`src/rtl/bit_serial_sched_if.sv`:
```
// Handshake bundle between the round scheduler and the bit-serial datapath.
// master = scheduler side, slave = command source / datapath side.
interface bit_serial_sched_if #(
    parameter int COMPUTE_CYCLE = 8,
    parameter int ROUND_WIDTH   = 8
);
    localparam int IW = $clog2(COMPUTE_CYCLE);

    logic                   cmd_vld;
    logic                   cmd_rdy;
    logic [ROUND_WIDTH-1:0] cmd_rounds;
    logic                   plane_vld;
    logic                   plane_rdy;
    logic [IW-1:0]          plane_idx;
    logic                   plane_first;
    logic                   plane_last;
    logic                   acc_fire;

    modport master (
        input  cmd_vld, cmd_rounds, plane_rdy, acc_fire,
        output cmd_rdy, plane_vld, plane_idx, plane_first, plane_last
    );

    modport slave (
        output cmd_vld, cmd_rounds, plane_rdy, acc_fire,
        input  cmd_rdy, plane_vld, plane_idx, plane_first, plane_last
    );
endinterface

```
`src/rtl/bit_serial_sched.sv`:
```
// Round scheduler: streams bit-plane indices per round under a credit limit
// on accumulator results still in flight, and signals job completion.
module bit_serial_sched #(
    parameter int COMPUTE_CYCLE = 8,
    parameter int ROUND_WIDTH   = 8,
    parameter int CREDIT        = 2
) (
    input  logic                   clk,
    input  logic                   rst,
    bit_serial_sched_if.master     bus,
    output logic                   busy,
    output logic                   done,
    output logic [ROUND_WIDTH-1:0] rounds_done,
    output logic                   err
);
    localparam int IW = $clog2(COMPUTE_CYCLE);
    localparam int OW = $clog2(CREDIT + 1);
    localparam int RW = ROUND_WIDTH;

    localparam logic [IW-1:0] LAST = IW'(COMPUTE_CYCLE - 1);
    localparam logic [OW-1:0] CRED = OW'(CREDIT);

    localparam logic [1:0] IDLE  = 2'd0;
    localparam logic [1:0] ISSUE = 2'd1;
    localparam logic [1:0] DRAIN = 2'd2;
    localparam logic [1:0] DONE  = 2'd3;

    logic [1:0]    state;
    logic [1:0]    state_n;
    logic [RW-1:0] tgt;
    logic [RW-1:0] issued;
    logic [RW-1:0] rounds_done_n;
    logic [OW-1:0] outstanding;
    logic [IW-1:0] idx;
    logic          cmd_fire;
    logic          plane_fire;
    logic          last_fire;
    logic          acc_ok;

    assign cmd_fire = (state == IDLE) & bus.cmd_vld;

    // Credit gating only at round start; a started round always streams out.
    assign bus.plane_vld = (state == ISSUE)
                         & ((idx != '0) | (outstanding < CRED));

    assign plane_fire    = bus.plane_vld & bus.plane_rdy;
    assign last_fire     = plane_fire & (idx == LAST);
    assign acc_ok        = bus.acc_fire & (outstanding != '0);
    assign rounds_done_n = rounds_done + RW'(acc_ok);

    assign bus.cmd_rdy     = (state == IDLE);
    assign bus.plane_idx   = idx;
    assign bus.plane_first = (idx == '0);
    assign bus.plane_last  = (idx == LAST);
    assign busy            = (state != IDLE);
    assign done            = (state == DONE);

    always_comb begin
        state_n = state;
        unique case (state)
            IDLE: begin
                if (cmd_fire)
                    state_n = (bus.cmd_rounds != '0) ? ISSUE : DONE;
            end
            ISSUE: begin
                if (last_fire && (issued + 1'b1 == tgt))
                    state_n = DRAIN;
            end
            DRAIN: begin
                if (rounds_done_n == tgt)
                    state_n = DONE;
            end
            DONE:    state_n = IDLE;
            default: state_n = IDLE;
        endcase
    end

    always_ff @(posedge clk or posedge rst) begin
        if (rst) begin
            state       <= IDLE;
            tgt         <= '0;
            issued      <= '0;
            rounds_done <= '0;
            outstanding <= '0;
            idx         <= '0;
            err         <= 1'b0;
        end else begin
            state <= state_n;
            if (cmd_fire) begin
                tgt         <= bus.cmd_rounds;
                issued      <= '0;
                rounds_done <= '0;
                idx         <= '0;
                err         <= 1'b0;
            end else begin
                if (plane_fire)
                    idx <= (idx == LAST) ? '0 : idx + 1'b1;
                if (last_fire)
                    issued <= issued + 1'b1;
                rounds_done <= rounds_done_n;
                if (bus.acc_fire && (outstanding == '0))
                    err <= 1'b1;
            end
            // Issue and return in one cycle cancel out.
            unique case ({last_fire, acc_ok})
                2'b10:   outstanding <= outstanding + 1'b1;
                2'b01:   outstanding <= outstanding - 1'b1;
                default: outstanding <= outstanding;
            endcase
        end
    end
endmodule

```
`src/flat_wrapper.sv`:
```
// flat-port wrapper written by rule: the top's interface ports become plain ports
module bit_serial_sched_flat 
#(
    parameter int COMPUTE_CYCLE = 8,
    parameter int ROUND_WIDTH   = 8,
    parameter int CREDIT        = 2
)
  (clk, rst, busy, done, rounds_done, err, bus_cmd_vld, bus_cmd_rounds, bus_plane_rdy, bus_acc_fire, bus_cmd_rdy, bus_plane_vld, bus_plane_idx, bus_plane_first, bus_plane_last);
  bit_serial_sched_if #(.COMPUTE_CYCLE(COMPUTE_CYCLE), .ROUND_WIDTH(ROUND_WIDTH)) bus_i ();
  input  logic clk;
  input  logic rst;
  output logic busy;
  output logic done;
  output logic [ROUND_WIDTH-1:0] rounds_done;
  output logic err;
  input wire logic [$bits(bus_i.cmd_vld)-1:0] bus_cmd_vld;
  input wire logic [$bits(bus_i.cmd_rounds)-1:0] bus_cmd_rounds;
  input wire logic [$bits(bus_i.plane_rdy)-1:0] bus_plane_rdy;
  input wire logic [$bits(bus_i.acc_fire)-1:0] bus_acc_fire;
  output wire logic [$bits(bus_i.cmd_rdy)-1:0] bus_cmd_rdy;
  output wire logic [$bits(bus_i.plane_vld)-1:0] bus_plane_vld;
  output wire logic [$bits(bus_i.plane_idx)-1:0] bus_plane_idx;
  output wire logic [$bits(bus_i.plane_first)-1:0] bus_plane_first;
  output wire logic [$bits(bus_i.plane_last)-1:0] bus_plane_last;
  assign bus_i.cmd_vld = bus_cmd_vld;
  assign bus_i.cmd_rounds = bus_cmd_rounds;
  assign bus_i.plane_rdy = bus_plane_rdy;
  assign bus_i.acc_fire = bus_acc_fire;
  assign bus_cmd_rdy = bus_i.cmd_rdy;
  assign bus_plane_vld = bus_i.plane_vld;
  assign bus_plane_idx = bus_i.plane_idx;
  assign bus_plane_first = bus_i.plane_first;
  assign bus_plane_last = bus_i.plane_last;
  bit_serial_sched #(.COMPUTE_CYCLE(COMPUTE_CYCLE), .ROUND_WIDTH(ROUND_WIDTH), .CREDIT(CREDIT)) u_core (.clk(clk), .rst(rst), .bus(bus_i), .busy(busy), .done(done), .rounds_done(rounds_done), .err(err));
endmodule
```
`config.mk`:
```
export PLATFORM = sky130hd
export DESIGN_NAME = bit_serial_sched_flat
export DESIGN_NICKNAME = d
export VERILOG_FILES = /design/src/rtl/bit_serial_sched_if.sv /design/src/rtl/bit_serial_sched.sv /design/src/flat_wrapper.sv
export SDC_FILE = /design/constraint.sdc
export NUM_CORES = 1
export LEC_CHECK = 0
export BUFFER_PORTS_ARGS = -buffer_cell sky130_fd_sc_hd__buf_2
export CORE_ASPECT_RATIO = 0.5
export CORE_MARGIN = 4
export CORE_UTILIZATION = 45
export CTS_BUF_LIST = sky130_fd_sc_hd__clkbuf_8
export DETAILED_ROUTE_END_ITERATION = 7
export HOLD_SLACK_MARGIN = 0.03
export PLACE_DENSITY = 0.69
export SYNTH_ARGS = -nofsm -noshare
export SYNTH_HDL_FRONTEND = slang
export SYNTH_SLANG_ARGS = --single-unit
export TNS_END_PERCENT = 5
```
`constraint.sdc`:
```
create_clock -name clk -period 2.9 [get_ports clk]
set_input_delay 0.145 -clock clk [delete_from_list [all_inputs] [get_ports clk]]
set_output_delay 0.145 -clock clk [all_outputs]
set_load 0.01 [all_outputs]
```
-- Word level (Yosys, flattened, before mapping)
Cells that the tools add are included.
- output and inout port bits: 18
- word-level logic and storage cells: 58
- input bits: 13
- register bits after elaboration: 32
- eq/ne operators: 11
- add/subtract/negate cells: 5
- magnitude comparators: 1
- bitwise logic cells: 6
- mux-type cells: 14
- reductions and logical operators: 14
- operators by type and width (cell ; count):
    two-way mux 8 bit ; 3
    == test 8 bit ; 2
    nonzero test 2 bit ; 6
    two-way mux 3 bit ; 3
    adder 8 x 1 -> 8 bit ; 1
    adder 8 x 1 -> 8 bit (second input constant) ; 1
    two-way mux 2 bit ; 4
    one-hot mux 2 bit (4 select lines) ; 1
    nonzero test 8 bit ; 1
    == test 2 bit (second input constant) ; 3
    AND 1 bit ; 5
    == test 2 x 1 -> 1 bit (second input constant) ; 2
    zero test 2 bit ; 2
    != test 2 x 1 -> 1 bit (second input constant) ; 2
    one-hot mux 2 bit (2 select lines) ; 1
    adder 3 x 1 -> 3 bit (second input constant) ; 1
    == test 3 bit (second input constant) ; 1
    zero test 3 bit ; 1
    AND reduction 3 bit ; 1
    nonzero test 3 bit ; 1
    adder 2 x 1 -> 2 bit (second input constant) ; 1
    logical AND 1 bit ; 2
    < comparator 2 bit (second input constant) ; 1
    two-way mux 1 bit ; 2
    3 further kinds ; 3

-- Longest topological paths before layout
Gate-level depths: netlist of the first run.
- word-level depth: 8
- gate-level depth with buffers: 10
- gate-level depth less buffers: 10

-- Worst setup path before layout of the first run
No wires, ideal clock.
- kind: register to register
- start point: register u_core.idx[0], in the netlist u_core.bus.plane_idx[0]
- end point: register u_core.state[1]
- data required time: 2821 ps
- buffers on the path: 0
- setup slack: 371 ps
- arrival time: 2450 ps
- setup time: 79 ps
- stages on the path, launching flop included: 8
- clock period less this slack: 2529 ps
- path through: dfrtp_1 ha_1 ha_1 nand4_4 or4_1 a2111o_1 a221oi_2 mux2i_1
- elaborated cells on any way between the ends: 9
- classes of those cells: eq/ne (2); bitwise (4); reduce/logical (3)
- RTL lines (item ; RTL line ; RTL):
    start: declaration ; bit_serial_sched.sv:34 ; logic [IW-1:0] idx;
    start signal: assignment ; bit_serial_sched.sv:97 ; idx <= (idx == LAST) ? '0 : idx + 1'b1;
    == test 3 bit ; -- ;
    named net bus_plane_last ; flat_wrapper.sv:24 ; output wire logic [$bits(bus_i.plane_last)-1:0] bus_plane_last;
    AND 1 bit ; bit_serial_sched.sv:47 ; assign last_fire = plane_fire & (idx == LAST);
    logical AND 1 bit ; bit_serial_sched.sv:66 ; if (last_fire && (issued + 1'b1 == tgt))
    != test 2 bit (no line) ; -- ;
    AND reduction 3 bit (no line) ; -- ;
    end signal: assignment ; bit_serial_sched.sv:88 ; state <= state_n;
    end: declaration ; bit_serial_sched.sv:28 ; logic [1:0] state;
The timed path passes the listed nets, and every way through them passes these cells.
A chain may end at the register's enable or synchronous reset.

-- Final worst setup path of the first run
- start point: register u_core.state[1]
- end point: register u_core.state[1]
- cells in the longest elaborated chain, start to end: 7
- elaborated cells on any way between the ends: 14
- classes of those cells: eq/ne (6); mux (1); bitwise (4); reduce/logical (3)
- ends and longest elaborated chain (item ; RTL line ; RTL):
    == test 2 x 1 -> 1 bit ; bit_serial_sched.sv:43, bit_serial_sched.sv:60 ;
    AND 1 bit ; bit_serial_sched.sv:44 ; & ((idx != '0) | (outstanding < CRED));
    AND 1 bit ; bit_serial_sched.sv:46 ; assign plane_fire = bus.plane_vld & bus.plane_rdy;
    AND 1 bit ; bit_serial_sched.sv:47 ;
    logical AND 1 bit ; bit_serial_sched.sv:66 ;
    != test 2 bit (no line) ; -- ;
    AND reduction 3 bit (no line) ; -- ;
Several ways; a longest one is shown, not always the timed one.

==> results of run 1 <==
-- what timing repair did --
item,4_1_cts,5_1_grt
buffers inserted,0,0
hold buffers,1,0
hold endpoints to repair,32,0
gates resized for setup,0,0
-- cell usage after synthesis, types with 4 or more instances --
library cell / count / area, sq um
nor2b_1: 4 / 25.0
inv_1: 8 / 30.0
nand2_1: 11 / 41.3
nor2_1: 25 / 93.8
ha_1: 11 / 138
dfrtp_1: 32 / 801
mux2_1: 4 / 45.0
xor2_1: 13 / 114
xnor2_1: 22 / 193
nand3_1: 7 / 35.0
mux2i_1: 4 / 40.0
-- per-stage QoR --
step / hold WS [ns] / util / setup slack, ns / std cells / instance area [sq um]
2_1_floorplan: 0.261 / - / 0.371 / 183 / 1900
3_3_place_gp: 0.254 / 0.532 / 0.302 / 265 / 2120
3_5_place_dp: 0.258 / 0.532 / 0.244 / 265 / 2120
4_1_cts: 0.0854 / 0.554 / 0.234 / 273 / 2210
5_1_grt: 0.109 / 0.554 / 0.0983 / 273 / 2210
6_report: 0.0918 / 0.554 / 0.251 / 273 / 2210
-- metal layers --
| layer | global-route usage | vias up | share of wire |
|---|---|---|---|
| li1 | - | 693 | - |
| met5 | 0 | - | 0 |
| met1 | 0.211 | 651 | 0.50 |
| met3 | 0.0388 | 3 | 0.043 |
| met4 | 0.0492 | 0 | 0.0053 |
| met2 | 0.251 | 29 | 0.46 |
-- tightest hold or removal path: stages --
cell     delay (ns)
buf_2          0.09
nand2_1        0.04
o21ai_0        0.06
-- area by class of cell --
type	instances	area share
clock inverter	2	0.00397
timing repair buffer	33	0.0793
sequential	32	0.363
tap	54	0.0306
clock buffer	5	0.0312
inverter	8	0.0136
multi-input combinational	139	0.479
-- worst paths after layout --
kind / from / endpoint / slack, ns
setup / recovery: u_core.state[1] / u_core.state[1] / 0.25
hold / removal: bus_cmd_rounds[3] / u_core.tgt[3] / 0.09
setup reg to reg: u_core.state[1] / u_core.state[1] / 0.25
hold reg to reg: u_core.err / u_core.err / 0.50
max in group asynchronous: rst / u_core.issued[4] / 2.12
min in group asynchronous: rst / u_core.outstanding[1] / 0.49
-- power breakdown --
group          switching, W  leakage [nW]  total (W)  internal [W]
clock network      0.000158        0.0452   0.000317      0.000159
logic              0.000417         0.630   0.000825      0.000408
registers          0.000142         0.416   0.000715      0.000573
-- state kept, by name, summed over array words and instances, names as in the netlist --
signal and flops:
u_core.issued 8, u_core.rounds_done 8, u_core.tgt 8, u_core.bus.plane_idx 3, u_core.outstanding 2, u_core.state 2
u_core.err 1
-- cell families (layout without fill, tap and decap cells) --
logic type,count (synthesis),in the layout
mux,11,11
buf+inv,12,48
fa+ha+maj,11,11
simple gates,68,68
compound gates,13,13
xor+xnor,36,36
flops,32,32
==> results.toml, run 1 <==
[global_route]
gr-usage-all-layers = 0.156
antenna_found_initial = 0
grt_max_degree = 33
grt_first_pass_wirelength_microns = 6480
grt-ovfl-total = 0
grt_pass1_vias = 1373

[cts]
cts_buffer_depth = 2
clkLatencyLatePin_ns = 0.28
cts.sinks = 32
cts_buffers = 5
cts_root_buf = "clkbuf_8"
cts_tree = "yes"
clkTransAtPathRegs_ns = 0.06
h-tree-depth = 2

[logic_synthesis]
ys_types = 40
synth_area_sq_um = 1900
syn_area_per_cell_sq_um = 10.4
synth_edf_count = 0
synth_seq_cells = 32
synth_top_family_by_area = "simple AND/OR/NAND/NOR gates"
ys_warn_count = 0
synthCells = 183
synthAdderAreaFrac = 0.0723
muxShareOfSynthArea = 0.0624
synth_async_sr_flop_share = 1.00
synth_flop_cell = "dfrtp_1"
ys_seq_area_frac = 0.420
synth_nets = 207
synth-compound-area-share = 0.0532
synth-simple-area-share = 0.194
synth_xor_area_frac = 0.173

[routing]
wl_per_cell_microns = 13.8
ant_nets = 0
post-route-drc-count = 0
wl_microns = 3770
drtIter0Drc = 81
vias = 1376
dr.pass1.iters = 4
avgViaCountPerCell = 5.04

[setup_path]
start_kind = "flop"
critPathArrivalTime_ns = 2.85
path_cells = "inv_1 -> ha_1 -> nand4_4 -> or4_1 -> a2111o_1 -> a221oi_2 -> mux2i_1"
crit_buf_inv = 1
crit_path_end_kind = "flop"
crit_required_ns = 3.10
worst-path-stages = 7
worstPathMaxFanout = 9
cp_top_family = "simple AND/OR/NAND/NOR gates"
path_class = "reg -> reg"
crit_slowest_cell = "or4_1"
reg2reg_depth = 7
max_stage_delay_ns = 0.56

[floorplan]
start_util = 0.478
io-pin-count = 31
dieArea_sq_um = 5400
fp.dieW_microns = 100
rows = 16
coreArea_sq_um = 3980
die_h_microns = 54

[timing]
rsz0062_at_grt = "false"
slew_viol_final = 0
skew_ns = 0.00361
tightest_slew_ns = 0.406
hold_violations = 0
min_period_ns = 2.65
tns_ns = 0
relSlewSlack = 0.730
finalSetupViolations = 0
fin_crit_sh = 0.913
clock.fmax_mhz = 378

[pwr]
total_power_w = 0.00186
ir_drop_mv = 0.391
p_leak_nw = 1.09
powerDensity_nw_per_um2 = 841

[run]
maxCapViolCount = 0

[placement]
hpwlAfterDp_microns = 2830
port_buffers = 30
routabilityCongestion = 0.881

[layout]
antenna_cells = 0
final_layout_size_suffix_gt1_frac = 0.224
layout.area.seq_sq_um = 801
fin_nets = 243
fill_cells = 352
multiInputGateArea_sq_um = 1060
syn_to_final_growth_pct = 16.0
layout_commonest_cell = "dfrtp_1"
final_cell_mix = "32 x dfrtp_1, 30 x buf_2, 25 x nor2_1"

[outcome]
status = "finished clean"

[worst_hold_path]
whs_path_depth = 3
hold_class = "in -> reg"
Power figures use the tool's default switching activity.
==> inputs of run 2 (changes only) <==
--- a/config.mk
+++ b/config.mk
@@ -5,9 +5,9 @@
 export SDC_FILE = /design/constraint.sdc
 export NUM_CORES = 1
 export LEC_CHECK = 0
+export ABC_AREA = 1
 export BUFFER_PORTS_ARGS = -buffer_cell sky130_fd_sc_hd__buf_2
 export CORE_ASPECT_RATIO = 0.5
-export CORE_MARGIN = 4
 export CORE_UTILIZATION = 45
 export CTS_BUF_LIST = sky130_fd_sc_hd__clkbuf_8
 export DETAILED_ROUTE_END_ITERATION = 7
==> results.toml, run 2 <==
[layout]
layout_commonest_cell = "nand2_1"
final_cells = 367
reg.largest.list = "u_core.issued: 8 flops, u_core.rounds_done: 8 flops, u_core.tgt: 8 flops"
fin_nets = 336
final_cell_mix = "78 x nand2_1, 41 x inv_1, 36 x nand3_1"
syn_to_final_growth_pct = 16.2
final_layout_size_suffix_gt1_frac = 0.176
antenna_cells = 0

[floorplan]
io-pin-count = 31
dieArea_sq_um = 4730
coreArea_sq_um = 4080
fp.dieW_microns = 96.3
rows = 16
die_h_microns = 49.1
start_util = 0.490

[logic_synthesis]
yosysTopAreaCellShare = 0.401
synth_flop_cell = "dfrtp_1"
synth_top_cells_by_count = "78 x nand2_1, 41 x inv_1, 36 x nand3_1, 32 x dfrtp_1, 23 x nor2_1"
ys_seq_area_frac = 0.401
ys_types = 24
synth_area_sq_um = 2000
yosys.area.top_type = "dfrtp_1"
yosys-top-cells-area = "dfrtp_1 40%, nand2_1 15%, nand3_1 9.0%"
synthCells = 275
synth_seq_cells = 32
ys_warn_count = 0
synth_nets = 299
synth.most_common_cell = "nand2_1"
synth_edf_count = 0
syn_area_per_cell_sq_um = 7.27
synth_async_sr_flop_share = 1.00

[routing]
avgViaCountPerCell = 5.07
post-route-drc-count = 0
dr.pass1.iters = 4
drtIter0Drc = 76
ant_nets = 0
wl_microns = 4610
wl_per_cell_microns = 12.6
vias = 1860

[cts]
clkLatencyLatePin_ns = 0.28
cts_buffers = 5
cts_tree = "yes"
h-tree-depth = 2
cts_root_buf = "clkbuf_8"
cts_setup_buffers = 0
cts_resized = 0
clkTransAtPathRegs_ns = 0.07
cts_buffer_depth = 2
cts-hold-fix-buffers = 1
cts.sinks = 32

[timing]
tns_ns = 0
skew_ns = 0.00597
relSlewSlack = 0.667
timing.final.ws_setup_ns = 0.598
slew_viol_final = 0
fin_crit_sh = 0.794
finalSetupViolations = 0
rsz0062_at_grt = "false"
clock.fmax_mhz = 434
tightest_slew_ns = 0.497
hold_violations = 0
min_period_ns = 2.30

[pwr]
p_leak_nw = 1.22
ir_drop_mv = 0.477
powerDensity_nw_per_um2 = 793
total_power_w = 0.00184

[global_route]
grt_first_pass_wirelength_microns = 8140
antenna_found_initial = 0
grt_use_met3 = 0.0654
use_met1 = 0.326
grt_pass1_vias = 1733
grt_max_degree = 33
grt_util_met2 = 0.349
grt_busiest_layer = "met2"
gr-usage-all-layers = 0.231
grt-ovfl-total = 0

[placement]
dp_cells = 358
routabilityCongestion = 0.921
hpwlAfterDp_microns = 3580
port_buffers = 30
pre_cts_ws_ns = 0.628

[run]
maxCapViolCount = 0

[setup_path]
reg2reg_depth = 17
crit-reg2reg-launch = "u_core.outstanding[0]"
startpoint = "u_core.outstanding[0]"
critPathArrivalTime_ns = 2.47
crit_required_ns = 3.07
endpoint = "u_core.state[1]"
ff2ff_setup_slack_ns = 0.60
crit_path_end_kind = "flop"
r2r_end = "u_core.state[1]"
worstPathMaxFanout = 4
path_class = "reg -> reg"
start_kind = "flop"

[worst_hold_path]
hold_class = "in -> reg"

[outcome]
status = "finished clean"
## run 2: cell count changes in the layout (fill, tap and decap cells not counted), sizes merged, moves of 4 or more
cell	previous run	this run
nand3	7	38
xor2	13	3
inv	9	42
and3	4	0
o21ai	1	15
mux2i	4	0
nand2	12	82
nor2b	4	0
mux2	7	0
xnor2	22	5
## run 2: cell type report
class | instances | area [sq um]
Inverter | 42 | 158
Timing Repair Buffer | 33 | 175
Clock inverter | 2 | 10.0
Tap cell | 54 | 67.6
Sequential cell | 32 | 801
Fill cell | 400 | 1760
Clock buffer | 6 | 82.6
Multi-Input combinational cell | 198 | 1030
## run 2: how the worst min path moves through the flow
stage	start	end	cells after the start
6_report	bus_cmd_rounds[3]	u_core.tgt[3]	3
5_1_grt	bus_cmd_rounds[3]	u_core.tgt[3]	3
4_1_cts	bus_cmd_rounds[3]	u_core.tgt[3]	3
3_5_place_dp	rst	u_core.outstanding[1]	3
3_3_place_gp	rst	u_core.outstanding[0]	3
2_1_floorplan	bus_cmd_rounds[0]	u_core.tgt[0]	2
## run 2: kinds of logic after synthesis
kind of cell / count (synthesis) / synth area share
flops: 32 / 0.401
buf+inv: 45 / 0.0845
simple gates: 155 / 0.343
compound gates: 24 / 0.0682
fa+ha+maj: 11 / 0.0688
xor+xnor: 8 / 0.0350
## run 2: per-stage QoR
step | hold slack (ns) | util | cell area, sq um
global placement | 0.252 | 0.544 | 2220
global route | 0.0827 | 0.569 | 2320
detailed placement | 0.256 | 0.544 | 2220
CTS | 0.0716 | 0.569 | 2320
floorplan | 0.255 | - | 2000
finish | 0.0779 | 0.569 | 2320
## run 2: metal layers
layer / part of all wire / up-vias
li1: - / 952
met1: 0.50 / 849
met2: 0.42 / 55
met3: 0.067 / 4
met4: 0.011 / 0
met5: 0 / -
## run 2: power by group
group          internal [W]  switching (W)  total (W)
clock              0.000189       0.000171   0.000361
sequential         0.000567       0.000143   0.000710
combinational      0.000318       0.000455   0.000772
## run 2: worst max-delay path, cell delays in order (launching register included)
cell,delay (ns)
dfrtp_1,0.40
nor2_1,0.07
nor2_1,0.17
ha_1,0.23
ha_1,0.18
nand2_1,0.12
nor2_2,0.15
nand2_1,0.06
nand2_1,0.07
nand2_1,0.07
nand2_1,0.06
nand2_1,0.04
nor2_1,0.10
nand3_1,0.13
nand2_1,0.14
nand3_2,0.09
nand2_1,0.06
nand2_1,0.05
